$ cat src/rtl/pc_sequencer.sv
// Program counter and vectored interrupt sequencer for the RISC core.
// Latched, prioritised interrupt channels with a return stack shared by calls and ISRs.
module pc_sequencer #(
  parameter int ADDR_W      = 9,
  parameter int NUM_IRQ     = 4,
  parameter int STACK_DEPTH = 8,
  parameter int ISR_BASE    = 10,
  parameter int ISR_STRIDE  = 4,
  parameter int RESET_PC    = 0,
  localparam int ID_W  = (NUM_IRQ > 1) ? $clog2(NUM_IRQ) : 1,
  localparam int LVL_W = $clog2(NUM_IRQ + 1),
  localparam int SP_W  = $clog2(STACK_DEPTH + 1),
  localparam int IDX_W = (STACK_DEPTH > 1) ? $clog2(STACK_DEPTH) : 1
) (
  input  logic              clk,
  input  logic              reset,
  input  logic              load_pc,
  input  logic [2:0]        pc_sel,
  input  logic              call,
  input  logic [ADDR_W-1:0] branch_target,
  input  logic [ADDR_W-1:0] reg_target,
  input  logic [NUM_IRQ-1:0] irq_req,
  output logic [ADDR_W-1:0] pc,
  output logic              irq_pending,
  output logic [ID_W-1:0]   irq_id,
  output logic              in_isr,
  output logic              stack_full,
  output logic              stack_empty,
  output logic              stack_ovf,
  output logic              stack_unf
);

  localparam int ENT_W = LVL_W + ADDR_W;

  logic [NUM_IRQ-1:0] pend;
  logic [LVL_W-1:0]   level;
  logic [SP_W-1:0]    sp;
  logic [ENT_W-1:0]   stack_mem [STACK_DEPTH];

  logic [ADDR_W-1:0]  pc_nxt;
  logic [LVL_W-1:0]   level_nxt;
  logic [SP_W-1:0]    sp_nxt;
  logic               push;
  logic [ENT_W-1:0]   push_data;
  logic               push_ok;
  logic               ovf_set;
  logic               unf_set;
  logic [NUM_IRQ-1:0] pend_clr;
  logic [ENT_W-1:0]   top;
  logic [IDX_W-1:0]   wr_idx;
  logic [IDX_W-1:0]   rd_idx;
  logic [ADDR_W-1:0]  vec_addr;

  // Channels below the running level are eligible; scanning downward leaves the lowest index.
  always_comb begin
    irq_pending = 1'b0;
    irq_id      = '0;
    for (int i = NUM_IRQ - 1; i >= 0; i--) begin
      if (pend[i] && (i < int'(level))) begin
        irq_pending = 1'b1;
        irq_id      = ID_W'(i);
      end
    end
  end

  assign in_isr      = (level != LVL_W'(NUM_IRQ));
  assign stack_full  = (sp == SP_W'(STACK_DEPTH));
  assign stack_empty = (sp == '0);

  assign wr_idx   = IDX_W'(sp);
  assign rd_idx   = IDX_W'(sp - SP_W'(1));
  assign top      = stack_mem[rd_idx];
  assign vec_addr = ADDR_W'(ISR_BASE + int'(irq_id) * ISR_STRIDE);
  assign push_ok  = push && !stack_full;

  always_comb begin
    pc_nxt    = pc;
    level_nxt = level;
    sp_nxt    = sp;
    push      = 1'b0;
    push_data = '0;
    ovf_set   = 1'b0;
    unf_set   = 1'b0;
    pend_clr  = '0;
    if (load_pc) begin
      case (pc_sel)
        3'd1: pc_nxt = ADDR_W'(RESET_PC);
        3'd2, 3'd3: begin
          pc_nxt = (pc_sel == 3'd2) ? branch_target : reg_target;
          if (call) begin
            push      = 1'b1;
            push_data = {level, pc + ADDR_W'(1)};
          end
        end
        3'd4: begin
          if (irq_pending) begin
            push             = 1'b1;
            push_data        = {level, pc};
            pc_nxt           = vec_addr;
            level_nxt        = LVL_W'(irq_id);
            pend_clr[irq_id] = 1'b1;
          end
        end
        3'd5: begin
          if (!stack_empty) begin
            pc_nxt    = top[ADDR_W-1:0];
            level_nxt = top[ENT_W-1:ADDR_W];
            sp_nxt    = sp - SP_W'(1);
          end else begin
            unf_set   = 1'b1;
            pc_nxt    = ADDR_W'(RESET_PC);
            level_nxt = LVL_W'(NUM_IRQ);
          end
        end
        default: pc_nxt = pc + ADDR_W'(1);
      endcase
    end
    // A push onto a full stack is dropped but the jump itself still happens.
    if (push) begin
      if (stack_full) ovf_set = 1'b1;
      else            sp_nxt  = sp + SP_W'(1);
    end
  end

  always_ff @(posedge clk or posedge reset) begin
    if (reset) begin
      pc        <= ADDR_W'(RESET_PC);
      pend      <= '0;
      level     <= LVL_W'(NUM_IRQ);
      sp        <= '0;
      stack_ovf <= 1'b0;
      stack_unf <= 1'b0;
    end else begin
      pc        <= pc_nxt;
      pend      <= (pend | irq_req) & ~pend_clr;
      level     <= level_nxt;
      sp        <= sp_nxt;
      stack_ovf <= stack_ovf | ovf_set;
      stack_unf <= stack_unf | unf_set;
    end
  end

  always_ff @(posedge clk) begin
    if (push_ok) stack_mem[wr_idx] <= push_data;
  end

endmodule

$ cat config.mk
export PLATFORM = sky130hd
export DESIGN_NAME = pc_sequencer
export DESIGN_NICKNAME = d
export VERILOG_FILES = /design/src/rtl/pc_sequencer.sv
export SDC_FILE = /design/constraint.sdc
export NUM_CORES = 1
export LEC_CHECK = 0
export ABC_AREA = 1
export CORE_MARGIN = 4
export CORE_UTILIZATION = 63
export DETAILED_ROUTE_END_ITERATION = 8
export PLACE_DENSITY = 0.86
export REMOVE_ABC_BUFFERS = 1
export SYNTH_ARGS = -nofsm -noshare
export SYNTH_HDL_FRONTEND = slang
export SYNTH_SLANG_ARGS = --single-unit
$ cat constraint.sdc
create_clock -name clk -period 6 [get_ports clk]
set_input_delay 1.8 -clock clk [delete_from_list [all_inputs] [get_ports clk]]
set_output_delay 1.8 -clock clk [all_outputs]
set_load 0.03 [all_outputs]
# Word level (Yosys, flattened, before mapping)
# Memory sizes are Yosys's and may differ from the RTL's.
# Cells that the tools add are included.
[op_classes]
n_lt_le_gt_ge = 6
addsub = 4
bitwise = 5
mux = 40
n_reduce_logical = 12
n_eq_ne = 8
[ops]
columns = ["cell", "count"]
rows = [
  ["$mux 12", 3],
  ["$pmux 9 s4", 1],
  ["$mux 4", 8],
  ["$mux 9", 3],
  ["$pmux 12 s2", 1],
  ["$mux 1", 15],
  ["$add 9x1->9 const B", 1],
  ["$mux 2", 4],
  ["$eq 3x2->1 const B", 2],
  ["$eq 3x3->1 const B", 2],
  ["$logic_and 1x1->1", 6],
  ["$lt 1x3->1 const A", 2],
  ["$lt 2x3->1 const A", 2],
  ["$mux 3", 2],
  ["$pmux 3 s2", 1],
  ["$add 4x4->5 const A", 1],
  ["$add 4x1->4 const B", 1],
  ["$and 4x4->4", 1],
  ["$eq 4x4->1 const B", 1],
  ["$logic_not 4->1", 1],
  ["$not 4->4", 1],
  ["$or 4x4->4", 1],
  ["$sub 4x1->4 const B", 1],
  ["$eq 3x1->1 const B", 1],
  ["12 further kinds", 13],
]
[word_totals]
elab_cells = 82
n_memories = 1
out_inout_bits = 17
register_bits = 22
mem_bits_rw = 96
input_bits = 29
[memory_table]
columns = ["memory", "depth", "word_bits", "read_ports", "rd_clocked_by_memory_dff", "wr", "line", "text"]
rows = [
  ["stack_mem", 8, 12, 1, 0, 1, "38", "logic [ENT_W-1:0] stack_mem [STACK_DEPTH];"],
]

# Depth between registers and ports, before layout
# Gate-level depths: netlist (run 1).
[depth]
word_depth = 15
ltp_mapped = 15
ltp_nobuf = 13

# Least setup slack after synthesis (run 1)
# Ideal clock, no wire load.
[synth_timing]
kind = "input port to flip-flop"
start = "input port pc_sel[1]"
end = "memory stack_mem[1][0] in the netlist's numbering (enable)"
t_required_ns = 5.620
path_slack_ns = 2.482
path_buffers = 0
arrival_time_ns = 3.138
setup_time_ns = 0.380
path_stages = 11
cell_sequence = "inv_1 > nand2_2 > inv_1 > nand2_4 > inv_1 > nand2_2 > nand2_4 > nand2_4 > inv_4 > nand2_2 > nor2_1"
[synth_between]
elab_chain_cells = 7
elab_cells_between_ends = 9
classes_between = "eq/ne: 3; mux: 4; reduce/logical: 2"
[synth_lines]
columns = ["item", "line", "text"]
rows = [
  ["from (decl)", "18", "input logic [2:0] pc_sel,"],
  ["$eq 3x2->1", "86", "case (pc_sel)"],
  ["$reduce_or 2->1", "86", ""],
  ["$pmux 1 s2 *", "86", ""],
  ["$mux 1 *", "85", "if (load_pc) begin"],
  ["$logic_and 1x1->1 *", "74", "assign push_ok = push && !stack_full;"],
  ["$mux 1 *", "144", "if (push_ok) stack_mem[wr_idx] <= push_data;"],
  ["$mux 1 (not written as such) *", "144", ""],
  ["to (decl)", "38", ""],
]
# Every way passes the cells marked *; elsewhere a longest branch is shown, timed or not.

# Final worst setup path (run 1)
[layout_timing]
start = "register sp[0]"
end = "output port stack_full"
[layout_between]
elab_chain_cells = 1
[layout_lines]
columns = ["item", "line", "text"]
rows = [
  ["from (decl)", "37", "logic [SP_W-1:0] sp;"],
  ["from (signal assigned)", "137", "sp <= sp_nxt;"],
  ["$eq 4x4->1", "67", "assign stack_full = (sp == SP_W'(STACK_DEPTH));"],
  ["to (decl)", "27", "output logic stack_full,"],
]
# No other way between the ends.

==> results of run 1 <==
[worst max-delay path by stage]
stage	to	slack [ns]	cells past startpoint
after floorplan	stack_full	1.71	6
after global placement	stack_mem[2][10]$_DFFE_PP_	1.67	10
after detailed placement	stack_mem[2][5]$_DFFE_PP_	1.52	10
after CTS	stack_full	1.29	8
after global routing	stack_full	1.10	8
final	stack_full	1.28	8
[tightest hold or removal path: cells and delay by family, from the launching register on]
kind / cells / cell delay, ns
buffers and inverters: 1 / 0.04
DFF: 1 / 0.35
and+or+nand+nor: 1 / 0.05
[through the flow]
| stage | util, % | hold WS [ns] | power, mW | std cells | area [sq um] |
|---|---|---|---|---|---|
| after global routing | 77.1 | 0.520 | 3.64 | 757 | 6760 |
| after floorplan | - | 0.453 | 1.93 | 570 | 5550 |
| final | 77.1 | 0.482 | 3.46 | 757 | 6760 |
| after CTS | 77.1 | 0.486 | 3.44 | 757 | 6760 |
| after detailed placement | 70.2 | 0.462 | 2.39 | 725 | 6150 |
| after global placement | 70.2 | 0.451 | 2.36 | 725 | 6150 |
[final cells by class]
cell class,instances,area (sq um)
fill,571,2010
tap,108,135
clock buffer,19,422
timing repair buffer,47,465
inverter,48,183
multi-input combinational,404,1940
clock inverter,13,180
sequential,118,3430
[metal layers]
layer  global-route usage [%]  routed length [um]
met4                     8.86                 417
met5                        0                   0
met2                     47.4                6960
met1                     41.3                5930
met3                     7.37                1430
[power by group through the flow]
stage | clock network (mW) | registers [mW] | logic, mW
final | 1.04 | 1.05 | 1.37
after global routing | 1.08 | 1.06 | 1.50
after CTS | 1.04 | 1.04 | 1.35
after detailed placement | 0 | 1.06 | 1.33
after global placement | 0 | 1.06 | 1.30
after floorplan | 0 | 1.12 | 0.806
[cell families after synthesis]
| kind of cell | count (synthesis) |
|---|---|
| compound gates | 95 |
| xor+xnor | 5 |
| fa+ha+maj | 3 |
| buf+inv | 72 |
| flops | 118 |
| mux | 1 |
| simple gates | 300 |
[synth_stat cells, types with 2 or more instances]
| cell | count | share of area [%] |
|---|---|---|
| a22oi_1 | 7 | 0.93 |
| edfxtp_1 | 96 | 51 |
| o211ai_1 | 14 | 1.9 |
| o21ai_1 | 7 | 0.62 |
| clkinv_1 | 2 | 0.13 |
| inv_1 | 38 | 2.5 |
| clkbuf_1 | 7 | 0.46 |
| a21oi_1 | 12 | 1.1 |
| nor3_1 | 2 | 0.18 |
| nand2_2 | 6 | 0.66 |
| nor2_2 | 4 | 0.44 |
| xor2_1 | 5 | 0.77 |
| inv_2 | 7 | 0.46 |
| buf_4 | 3 | 0.40 |
| nand2_4 | 4 | 0.79 |
| ha_1 | 3 | 0.66 |
| o21ai_0 | 46 | 4.1 |
| nand4_1 | 4 | 0.44 |
| nor2_1 | 111 | 7.3 |
| dfrtp_1 | 21 | 9.3 |
| nand2_1 | 114 | 7.5 |
| nand3_1 | 53 | 4.7 |
| buf_2 | 13 | 1.1 |
[flip-flops by register name (all words and copies together) (netlist names)]
name,cells
stack_mem,96
pc,9
pend,4
sp,4
level,3
stack_ovf,1
stack_unf,1
==> run summary, run 1 <==
## Outcome
* finished, final reports clean — result of the run

## Worst hold path
* 2 — number of stages on the worst hold path
* stack_unf$_DFF_PP0_ — endpoint of the worst hold-timing path
* reg2reg — hold crit path type
* stack_unf$_DFF_PP0_ — Worst Min Path Start

## Synthesis
* 0.661% — share of synthesized cell area in full adder, half adder and majority cells
* 0.771% — parity-gate share of the synthesized area counting xor and xnor cells
* 0 — yosys warns
* 10.1% — area fraction in compound gates after synthesis
* 0.176% — fraction of synthesized area in multiplexers
* 118 — post-synthesis register bit count
* 60.5% — fraction of the yosys area taken by sequential cells
* 22.4% — post-synthesis share of cell area spent on and, or, nand and nor gates
* edfxtp_1 — Top FF cell, synth
* 18.6% — async set or reset register ratio after synthesis
* 9.56 sq um — post-synthesis average cell area
* 594 — Cells after Synth
* 96 — number of flops mapped to enable cells by yosys
* 5680 sq um — Netlist Area Pre-Place
* simple AND/OR/NAND/NOR gates — main combinational cell family by area after synthesis
* 38 — Netlist cell types

## Timing
* 0 — final number of hold-violating endpoints
* 1.28 ns — final worst-path setup slack
* 12.5% — worst relative slew slack
* 0 — Pins Over Slew Limit
* false — setup repair after global routing missed its margin
* 0 — setup violators final
* 0.00914 ns — worst clock skew
* 0 ns — total negative setup slack
* 78.6% — part of the cycle the worst path needs
* 1.31 ns — Tightest Pin Transition
* 0.212 GHz — Achievable Freq
* 4.72 ns — minimum period implied by the final worst setup slack

## Drt
* 0 — final antenna-violating net count
* 4,572 — vias after detailed routing
* 486 — violation count after the first detailed-route iteration
* 6.04 — Avg Vias per Cell
* 5 — number of detailed-route iterations in the first pass
* 19.5 um — mean routed wirelength per cell
* 0 — Post-route DRC
* 14,700 um — aggregate routed wire length

## Power and ir drop
* 378 uV — maximum vdd ir drop
* 1.39 mW — switching power
* 511 nW/um^2 — total power per unit cell area
* 2.69 nW — Leakage
* 39.6% — part of the power in combinational logic
* 2.07 mW — cell-internal power
* 40.2% — switching share of power
* 30.0% — Clk pwr share
* 30.3% — part of the power in registers

## Worst setup path
* 0.69 ns — Slowest Stage Delay on Critical Path
* reg2out — critical path class
* 53 — worst-path maximum fanout
* 11 — R2R cell count
* sp[0]$_DFF_PP0_ — launch point of the critical path
* 4.20 ns — worst path required time
* clkdlybuf4s50_1 — standard cell with the maximum stage delay on the critical path
* flip-flop — type of element launching the critical path
* inv_2 > buf_4 > ha_1 > nand2_1 > inv_1 > nand2_1 > inv_1 > clkdlybuf4s50_1 — ordered cell list for the critical path
* sp[0]$_DFF_PP0_ — R2R Path Start
* pc[6]$_DFFE_PP0P_ — worst reg2reg endpoint
* 2.33 ns — worst setup slack for register-to-register paths
* output pin — Critical Path Sink Type
* 2.92 ns — Crit path arrival time
* buffers and inverters — CP top delay family
* 5 — combined buffer and inverter count along the critical path

## Place
* 9680 um — final HPWL from detailed placement
* 1.52 ns — setup slack at placement
* 0.937 — RePlAce Congestion
* 45 — IO buf count

## Final layout
* 0 — count of antenna diodes in the layout
* 19.0% — area growth from synthesis to layout
* nand2_1 — most common library cell in the layout ignoring fill and taps
* 668 — layout net count
* nand2_1 (114), nor2_1 (111), edfxtp_1 (96), nand3_1 (53), o21ai_0 (46) — most used cells in the layout excluding fill and tap cells
* 8.94% — share of post-route cells with drive strength above 1

## CTS
* 118 — CTS Sinks
* done — clock tree from TritonCTS
* 17 — number of CTS-inserted buffers
* clkbuf_8 — CTS Root Buffer Type
* 4 — number of levels the H-tree was split into
* 2 — buffer depth of the longest clock path
* 0 — number of hold buffers added after cts
* 0 — Resized cells post-CTS
* 0.51 ns — later-pin clock latency in the skew report
* 0.06 ns — Reg clk slew, reported paths
* 0 — number of buffers inserted by post-CTS setup repair

## Flow run
* 0 — Max Cap Viol

## Global routing
* 57 — pin count of the biggest net entering global routing
* 4,367 — vias in the first global route
* 0 — grt total ovfl
* 0 — number of antenna violations at the first check in global routing
* 29.9% — aggregate global-route resource usage
* 23,400 um — first-pass GRT wire length

## Floorplan
* 10,600 sq um — overall die area
* 103 um — Chip Width
* 103 um — vertical extent of the die
* 46 — count of boundary I/O pins
* 8760 sq um — core outline area
* 64.8% — initial cell density of the core
* 34 — total number of placement rows

Power figures use the tool's default switching activity.
==> run 2, diff against run 1 <==
--- a/config.mk
+++ b/config.mk
@@ -7,9 +7,9 @@
 export LEC_CHECK = 0
 export ABC_AREA = 1
 export CORE_MARGIN = 4
-export CORE_UTILIZATION = 63
+export CORE_UTILIZATION = 58
 export DETAILED_ROUTE_END_ITERATION = 8
-export PLACE_DENSITY = 0.86
+export PLACE_DENSITY = 0.81
 export REMOVE_ABC_BUFFERS = 1
 export SYNTH_ARGS = -nofsm -noshare
 export SYNTH_HDL_FRONTEND = slang
==> constraint.sdc (replaced) <==
create_clock -name clk -period 4.5 [get_ports clk]
set_input_delay 1.35 -clock clk [delete_from_list [all_inputs] [get_ports clk]]
set_output_delay 1.35 -clock clk [all_outputs]
set_load 0.03 [all_outputs]
==> run 2 against run 1 <==
Net effect:
- first-iteration DRC count up 7.4%
- cell count up 4.0%
- sequential power up 32%
- clock skew up 0.0057 ns
==> run summary, run 2 (synthesis results as in run 1) <==
## Outcome
* finished, final reports clean — result of the run, unchanged

## Global routing
* 21,400 um — first-pass GRT wire length, was 23,400 um
* 57 — pin count of the biggest net entering global routing, unchanged
* 0 — grt total ovfl, unchanged
* 24.4% — aggregate global-route resource usage, was 29.9%
* 0 — number of antenna violations at the first check in global routing, unchanged
* 4,315 — vias in the first global route, was 4,367

## Timing
* 41.0% — worst relative slew slack, was 12.5%
* 0 — final number of hold-violating endpoints, unchanged
* 0.256 GHz — Achievable Freq
* 86.9% — part of the cycle the worst path needs
* 0.0149 ns — worst clock skew, was 0.00914 ns
* 0.459 ns — worst hold-check slack, was 0.482 ns
* 0 — Pins Over Slew Limit, unchanged
* 0 — setup violators final, unchanged
* 3.91 ns — minimum period implied by the final worst setup slack
* 0.884 ns — Tightest Pin Transition, was 1.31 ns
* 0 ns — total negative setup slack, unchanged
* false — setup repair after global routing missed its margin, unchanged

## Power and ir drop
* 448 uV — maximum vdd ir drop, was 378 uV
* 2.73 nW — Leakage, was 2.69 nW
* 656 nW/um^2 — total power per unit cell area, was 511 nW/um^2

## Final layout
* 677 — layout net count, was 668
* 96 — max reg flops, unchanged
* 0 — count of antenna diodes in the layout, unchanged
* 787 — Final Non-Filler Cells, was 757
* stack_mem: 96 flops, pc: 9 flops — largest registers in the final layout, unchanged
* nand2_1 (114), nor2_1 (111), edfxtp_1 (96), nand3_1 (53), o21ai_0 (46) — most used cells in the layout excluding fill and tap cells, unchanged
* nand2_1 — most common library cell in the layout ignoring fill and taps, unchanged
* stack_mem — largest register by flop count, unchanged
* 656 — fillers, was 571
* 10.6% — share of post-route cells with drive strength above 1, was 8.94%
* 20.1% — area growth from synthesis to layout, was 19.0%

## CTS
* 0.06 ns — Reg clk slew, reported paths, about the same
* 17 — number of CTS-inserted buffers, unchanged
* 118 — CTS Sinks, unchanged
* 0 — Resized cells post-CTS, unchanged
* 0 — number of hold buffers added after cts, unchanged
* 4 — number of levels the H-tree was split into, unchanged
* 0.53 ns — later-pin clock latency in the skew report, was 0.51 ns
* done — clock tree from TritonCTS, unchanged
* clkbuf_8 — CTS Root Buffer Type, unchanged
* 2 — buffer depth of the longest clock path, unchanged
* 0 — number of buffers inserted by post-CTS setup repair, unchanged

## Floorplan
* 9370 sq um — core outline area, was 8760 sq um
* 11,400 sq um — overall die area, was 10,600 sq um
* 107 um — Chip Width, was 103 um
* 35 — total number of placement rows, was 34
* 46 — count of boundary I/O pins, unchanged
* 107 um — vertical extent of the die, was 103 um
* 60.6% — initial cell density of the core, was 64.8%

## Drt
* 522 — violation count after the first detailed-route iteration, was 486
* 5 — number of detailed-route iterations in the first pass, unchanged
* 0 — Post-route DRC, unchanged
* 5.72 — Avg Vias per Cell, was 6.04
* 4,503 — vias after detailed routing, was 4,572
* 13,200 um — aggregate routed wire length, was 14,700 um
* 16.8 um — mean routed wirelength per cell, was 19.5 um
* 0 — final antenna-violating net count, unchanged

## Flow run
* 0 — Max Cap Viol, unchanged

## Worst setup path
* clkdlybuf4s50_1 — standard cell with the maximum stage delay on the critical path, unchanged
* 3.15 ns — worst path required time, was 4.20 ns
* inv_1 — most numerous cell on the critical path
* flip-flop — type of element launching the critical path, unchanged
* inv_1 > ha_1 > nand2_1 > inv_1 > nand2_1 > inv_1 > clkdlybuf4s50_1 — ordered cell list for the critical path, was inv_2 > buf_4 > ha_1 > nand2_1 > inv_1 > nand2_1 > inv_1 > clkdlybuf4s50_1
* 0.68 ns — Slowest Stage Delay on Critical Path, was 0.69 ns
* 8 — worst-path maximum fanout, was 53
* output pin — Critical Path Sink Type, unchanged
* reg2out — critical path class, unchanged
* 2.56 ns — Crit path arrival time, was 2.92 ns

## Worst hold path
* reg2reg — hold crit path type, unchanged

## Place
* 8510 um — final HPWL from detailed placement, was 9680 um
* 755 — placed insts, was 725
* 45 — IO buf count, unchanged
* 0.906 — RePlAce Congestion, was 0.937

==> run 2: worst max-delay path, delay by kind of cell, from the launching register on <==
family,cells,cell delay (ns)
adder cells (fa/ha/maj),1,0.22
buffers and inverters,4,1.09
flip-flops,1,0.46
AND/OR/NAND/NOR,2,0.27
==> run 2: layout make-up <==
| cell class | instances | area [sq um] | share of cell area (%) |
|---|---|---|---|
| Timing Repair Buffer | 56 | 533 | 7.82 |
| Inverter | 48 | 183 | 2.68 |
| Sequential cell | 118 | 3430 | 50.4 |
| Multi-Input combinational cell | 404 | 1940 | 28.4 |
| Tap cell | 129 | 161 | 2.37 |
| Clock buffer | 17 | 414 | 6.07 |
| Clock inverter | 15 | 158 | 2.31 |
==> run 2: worst paths after layout <==
| kind | to | cells past startpoint | slack [ns] | from |
|---|---|---|---|---|
| max in group asynchronous | sp[1]$_DFF_PP0_ | 2 | 2.64 | reset |
| min | stack_unf$_DFF_PP0_ | 2 | 0.46 | stack_unf$_DFF_PP0_ |
| min in group asynchronous | pc[6]$_DFFE_PP0P_ | 2 | 1.31 | reset |
| min reg2reg | stack_unf$_DFF_PP0_ | 2 | 0.46 | stack_unf$_DFF_PP0_ |
| max | stack_full | 7 | 0.59 | sp[1]$_DFF_PP0_ |
| max reg2reg | pc[8]$_DFFE_PP0P_ | 11 | 1.88 | sp[1]$_DFF_PP0_ |
==> run 2: power breakdown <==
part	internal, mW	switching (mW)
Clock	0.756	0.547
Combinational	0.573	1.21
Sequential	1.29	0.106
==> run 2: routing by layer <==
| metal | part of all wire, % | vias up | track usage, % |
|---|---|---|---|
| met2 | 47 | 275 | 38.5 |
| met1 | 40 | 2057 | 31.9 |
| li1 | - | 2134 | - |
| met3 | 10 | 37 | 6.86 |
| met4 | 2.5 | 0 | 10.4 |
| met5 | 0 | - | 0 |
==> run 2: through the flow <==
| step | power [mW] | util [%] | setup WS, ns | cell area, sq um |
|---|---|---|---|---|
| after CTS | 4.47 | 72.8 | 0.595 | 6820 |
| after global placement | 3.11 | 66.7 | 1.10 | 6250 |
| after detailed placement | 3.14 | 66.7 | 1.02 | 6250 |
| after floorplan | 2.57 | - | 0.657 | 5550 |
| after global routing | 4.76 | 72.8 | 0.461 | 6820 |
| final | 4.48 | 72.8 | 0.591 | 6820 |
==> run 3, diff against run 2 <==
--- a/config.mk
+++ b/config.mk
@@ -9,6 +9,8 @@
 export CORE_MARGIN = 4
 export CORE_UTILIZATION = 58
 export DETAILED_ROUTE_END_ITERATION = 8
+export HOLD_SLACK_MARGIN = 0.05
+export MAX_ROUTING_LAYER = met4
 export PLACE_DENSITY = 0.81
 export REMOVE_ABC_BUFFERS = 1
 export SYNTH_ARGS = -nofsm -noshare
==> run 3 against run 2 <==
Net effect:
- routed wire length grew 0.48%
- sequential share of layout area is the same
- clock power is essentially flat
- global-route usage grew 0.61 points
- non-clock buffer count is the same
- flip-flop and latch count is the same
- critical path depth is the same
- first-iteration DRC count shrank 5.7%
- combinational power is essentially flat
- worst hold slack is essentially flat
- cell area is the same
- die area is the same
==> run summary, run 3 (synthesis results as in run 1) <==
## CTS
* 0 — number of buffers inserted by post-CTS setup repair, unchanged
* 118 — CTS Sinks, unchanged
* 0.53 ns — later-pin clock latency in the skew report, about the same
* 2 — buffer depth of the longest clock path, unchanged
* 0 — number of hold buffers added after cts, unchanged
* 17 — number of CTS-inserted buffers, unchanged
* done — clock tree from TritonCTS, unchanged
* clkbuf_8 — CTS Root Buffer Type, unchanged
* 0 — Resized cells post-CTS, unchanged
* 4 — number of levels the H-tree was split into, unchanged
* 0.06 ns — Reg clk slew, reported paths, about the same

## Worst setup path
* sp[1]$_DFF_PP0_ — R2R Path Start, unchanged
* inv_1 — most numerous cell on the critical path, unchanged
* flip-flop — type of element launching the critical path, unchanged
* clkdlybuf4s50_1 — standard cell with the maximum stage delay on the critical path, unchanged
* 11 — R2R cell count, unchanged
* 8 — worst-path maximum fanout, unchanged
* 0.68 ns — Slowest Stage Delay on Critical Path, about the same
* inv_1 > ha_1 > nand2_1 > inv_1 > nand2_1 > inv_1 > clkdlybuf4s50_1 — ordered cell list for the critical path, unchanged
* output pin — Critical Path Sink Type, unchanged
* reg2out — critical path class, unchanged
* buffers and inverters — CP top delay family, unchanged
* 4 — combined buffer and inverter count along the critical path, unchanged
* 3.15 ns — worst path required time, about the same
* 1.85 ns — worst setup slack for register-to-register paths, was 1.88 ns
* 2.56 ns — Crit path arrival time, about the same
* pc[8]$_DFFE_PP0P_ — worst reg2reg endpoint, unchanged

## Timing
* 0.460 ns — worst hold-check slack, was 0.459 ns
* 3.91 ns — minimum period implied by the final worst setup slack, about the same
* 0 — Pins Over Slew Limit, unchanged
* 0.00874 ns — worst clock skew, was 0.0149 ns
* 86.9% — part of the cycle the worst path needs, about the same
* 0 — final number of hold-violating endpoints, unchanged
* false — setup repair after global routing missed its margin, unchanged
* 0.256 GHz — Achievable Freq, about the same
* 0 ns — total negative setup slack, unchanged
* 41.1% — worst relative slew slack, was 41.0%
* 0.883 ns — Tightest Pin Transition, was 0.884 ns
* 0 — setup violators final, unchanged

## Worst hold path
* stack_unf$_DFF_PP0_ — Worst Min Path Start, unchanged
* 2 — number of stages on the worst hold path, unchanged
* reg2reg — hold crit path type, unchanged
* stack_unf$_DFF_PP0_ — endpoint of the worst hold-timing path, unchanged

## Global routing
* 21,400 um — first-pass GRT wire length, about the same
* 0 — grt total ovfl, unchanged
* 4,313 — vias in the first global route, was 4,315
* 0 — number of antenna violations at the first check in global routing, unchanged
* 57 — pin count of the biggest net entering global routing, unchanged
* 25.0% — aggregate global-route resource usage, was 24.4%

## Final layout
* 96 — max reg flops, unchanged
* 677 — layout net count, unchanged
* stack_mem — largest register by flop count, unchanged
* nand2_1 (114), nor2_1 (111), edfxtp_1 (96), nand3_1 (53), o21ai_0 (46) — most used cells in the layout excluding fill and tap cells, unchanged
* 20.1% — area growth from synthesis to layout, unchanged
* 10.6% — share of post-route cells with drive strength above 1, unchanged
* 0 — count of antenna diodes in the layout, unchanged
* 656 — fillers, unchanged
* stack_mem: 96 flops, pc: 9 flops — largest registers in the final layout, unchanged
* 787 — Final Non-Filler Cells, unchanged
* nand2_1 — most common library cell in the layout ignoring fill and taps, unchanged

## Floorplan
* 46 — count of boundary I/O pins, unchanged
* 9370 sq um — core outline area, unchanged
* 60.6% — initial cell density of the core, unchanged
* 107 um — Chip Width, unchanged
* 11,400 sq um — overall die area, unchanged
* 107 um — vertical extent of the die, unchanged
* 35 — total number of placement rows, unchanged

## Drt
* 16.9 um — mean routed wirelength per cell, was 16.8 um
* 492 — violation count after the first detailed-route iteration, was 522
* 5.76 — Avg Vias per Cell, was 5.72
* 0 — final antenna-violating net count, unchanged
* 13,300 um — aggregate routed wire length, was 13,200 um
* 6 — number of detailed-route iterations in the first pass, was 5
* 4,532 — vias after detailed routing, was 4,503
* 0 — Post-route DRC, unchanged

## Power and ir drop
* 2.73 nW — Leakage, unchanged
* 449 uV — maximum vdd ir drop, was 448 uV
* 658 nW/um^2 — total power per unit cell area, was 656 nW/um^2

## Place
* 755 — placed insts, unchanged
* 45 — IO buf count, unchanged
* 0.922 — RePlAce Congestion, was 0.906
* 8510 um — final HPWL from detailed placement, unchanged

## Flow run
* 0 — Max Cap Viol, unchanged

## Outcome
* finished, final reports clean — result of the run, unchanged

## run 3: cell counts in the layout (fill, tap and decap cells not counted)
No cell type changed its count.
## run 3: worst min-delay path, cell delays in order (launching register included)
cell     delay, ns
dfrtp_1       0.34
inv_1         0.04
nand2_1       0.05
## run 3: stage by stage
step	power (mW)	utilization, %	instance area, sq um	setup WS (ns)
2_1_floorplan	2.57	-	5550	0.657
3_3_place_gp	3.11	66.7	6250	1.10
4_1_cts	4.47	72.8	6820	0.595
6_report	4.48	72.8	6820	0.590
3_5_place_dp	3.14	66.7	6250	1.02
5_1_grt	4.76	72.8	6820	0.467
## run 3: worst max path at each step
stage | startpoint | endpoint | slack, ns | cells after the start
global placement | pc_sel[0] | stack_mem[3][7]$_DFFE_PP_ | 1.10 | 13
detailed placement | pc_sel[0] | stack_mem[0][1]$_DFFE_PP_ | 1.02 | 10
finish | sp[1]$_DFF_PP0_ | stack_full | 0.59 | 7
global route | sp[1]$_DFF_PP0_ | stack_full | 0.47 | 7
floorplan | sp[0]$_DFF_PP0_ | stack_full | 0.66 | 6
CTS | sp[1]$_DFF_PP0_ | stack_full | 0.59 | 7
## run 3: where the power goes
| group | switching (mW) | total (mW) | internal (mW) |
|---|---|---|---|
| combinational | 1.22 | 1.79 | 0.573 |
| sequential | 0.108 | 1.39 | 1.29 |
| clock | 0.544 | 1.30 | 0.756 |
| total | 1.87 | 4.48 | 2.61 |
## run 3: layout make-up
type / count / area, sq um / area share [%]
Clock buffer: 17 / 414 / 6.07
Clock inverter: 15 / 158 / 2.31
Inverter: 48 / 183 / 2.68
Multi-Input combinational cell: 404 / 1940 / 28.4
Sequential cell: 118 / 3430 / 50.4
Tap cell: 129 / 161 / 2.37
Timing Repair Buffer: 56 / 533 / 7.82
## run 3: per-layer routing
metal  track usage [%]  up-vias  part of all wire [%]
met2              38.4      257                    47
li1                  -     2129                     -
met3              5.78       39                   9.4
met1              32.4     2107                    41
met4              10.4        0                   2.5
met5                 -        -                     0
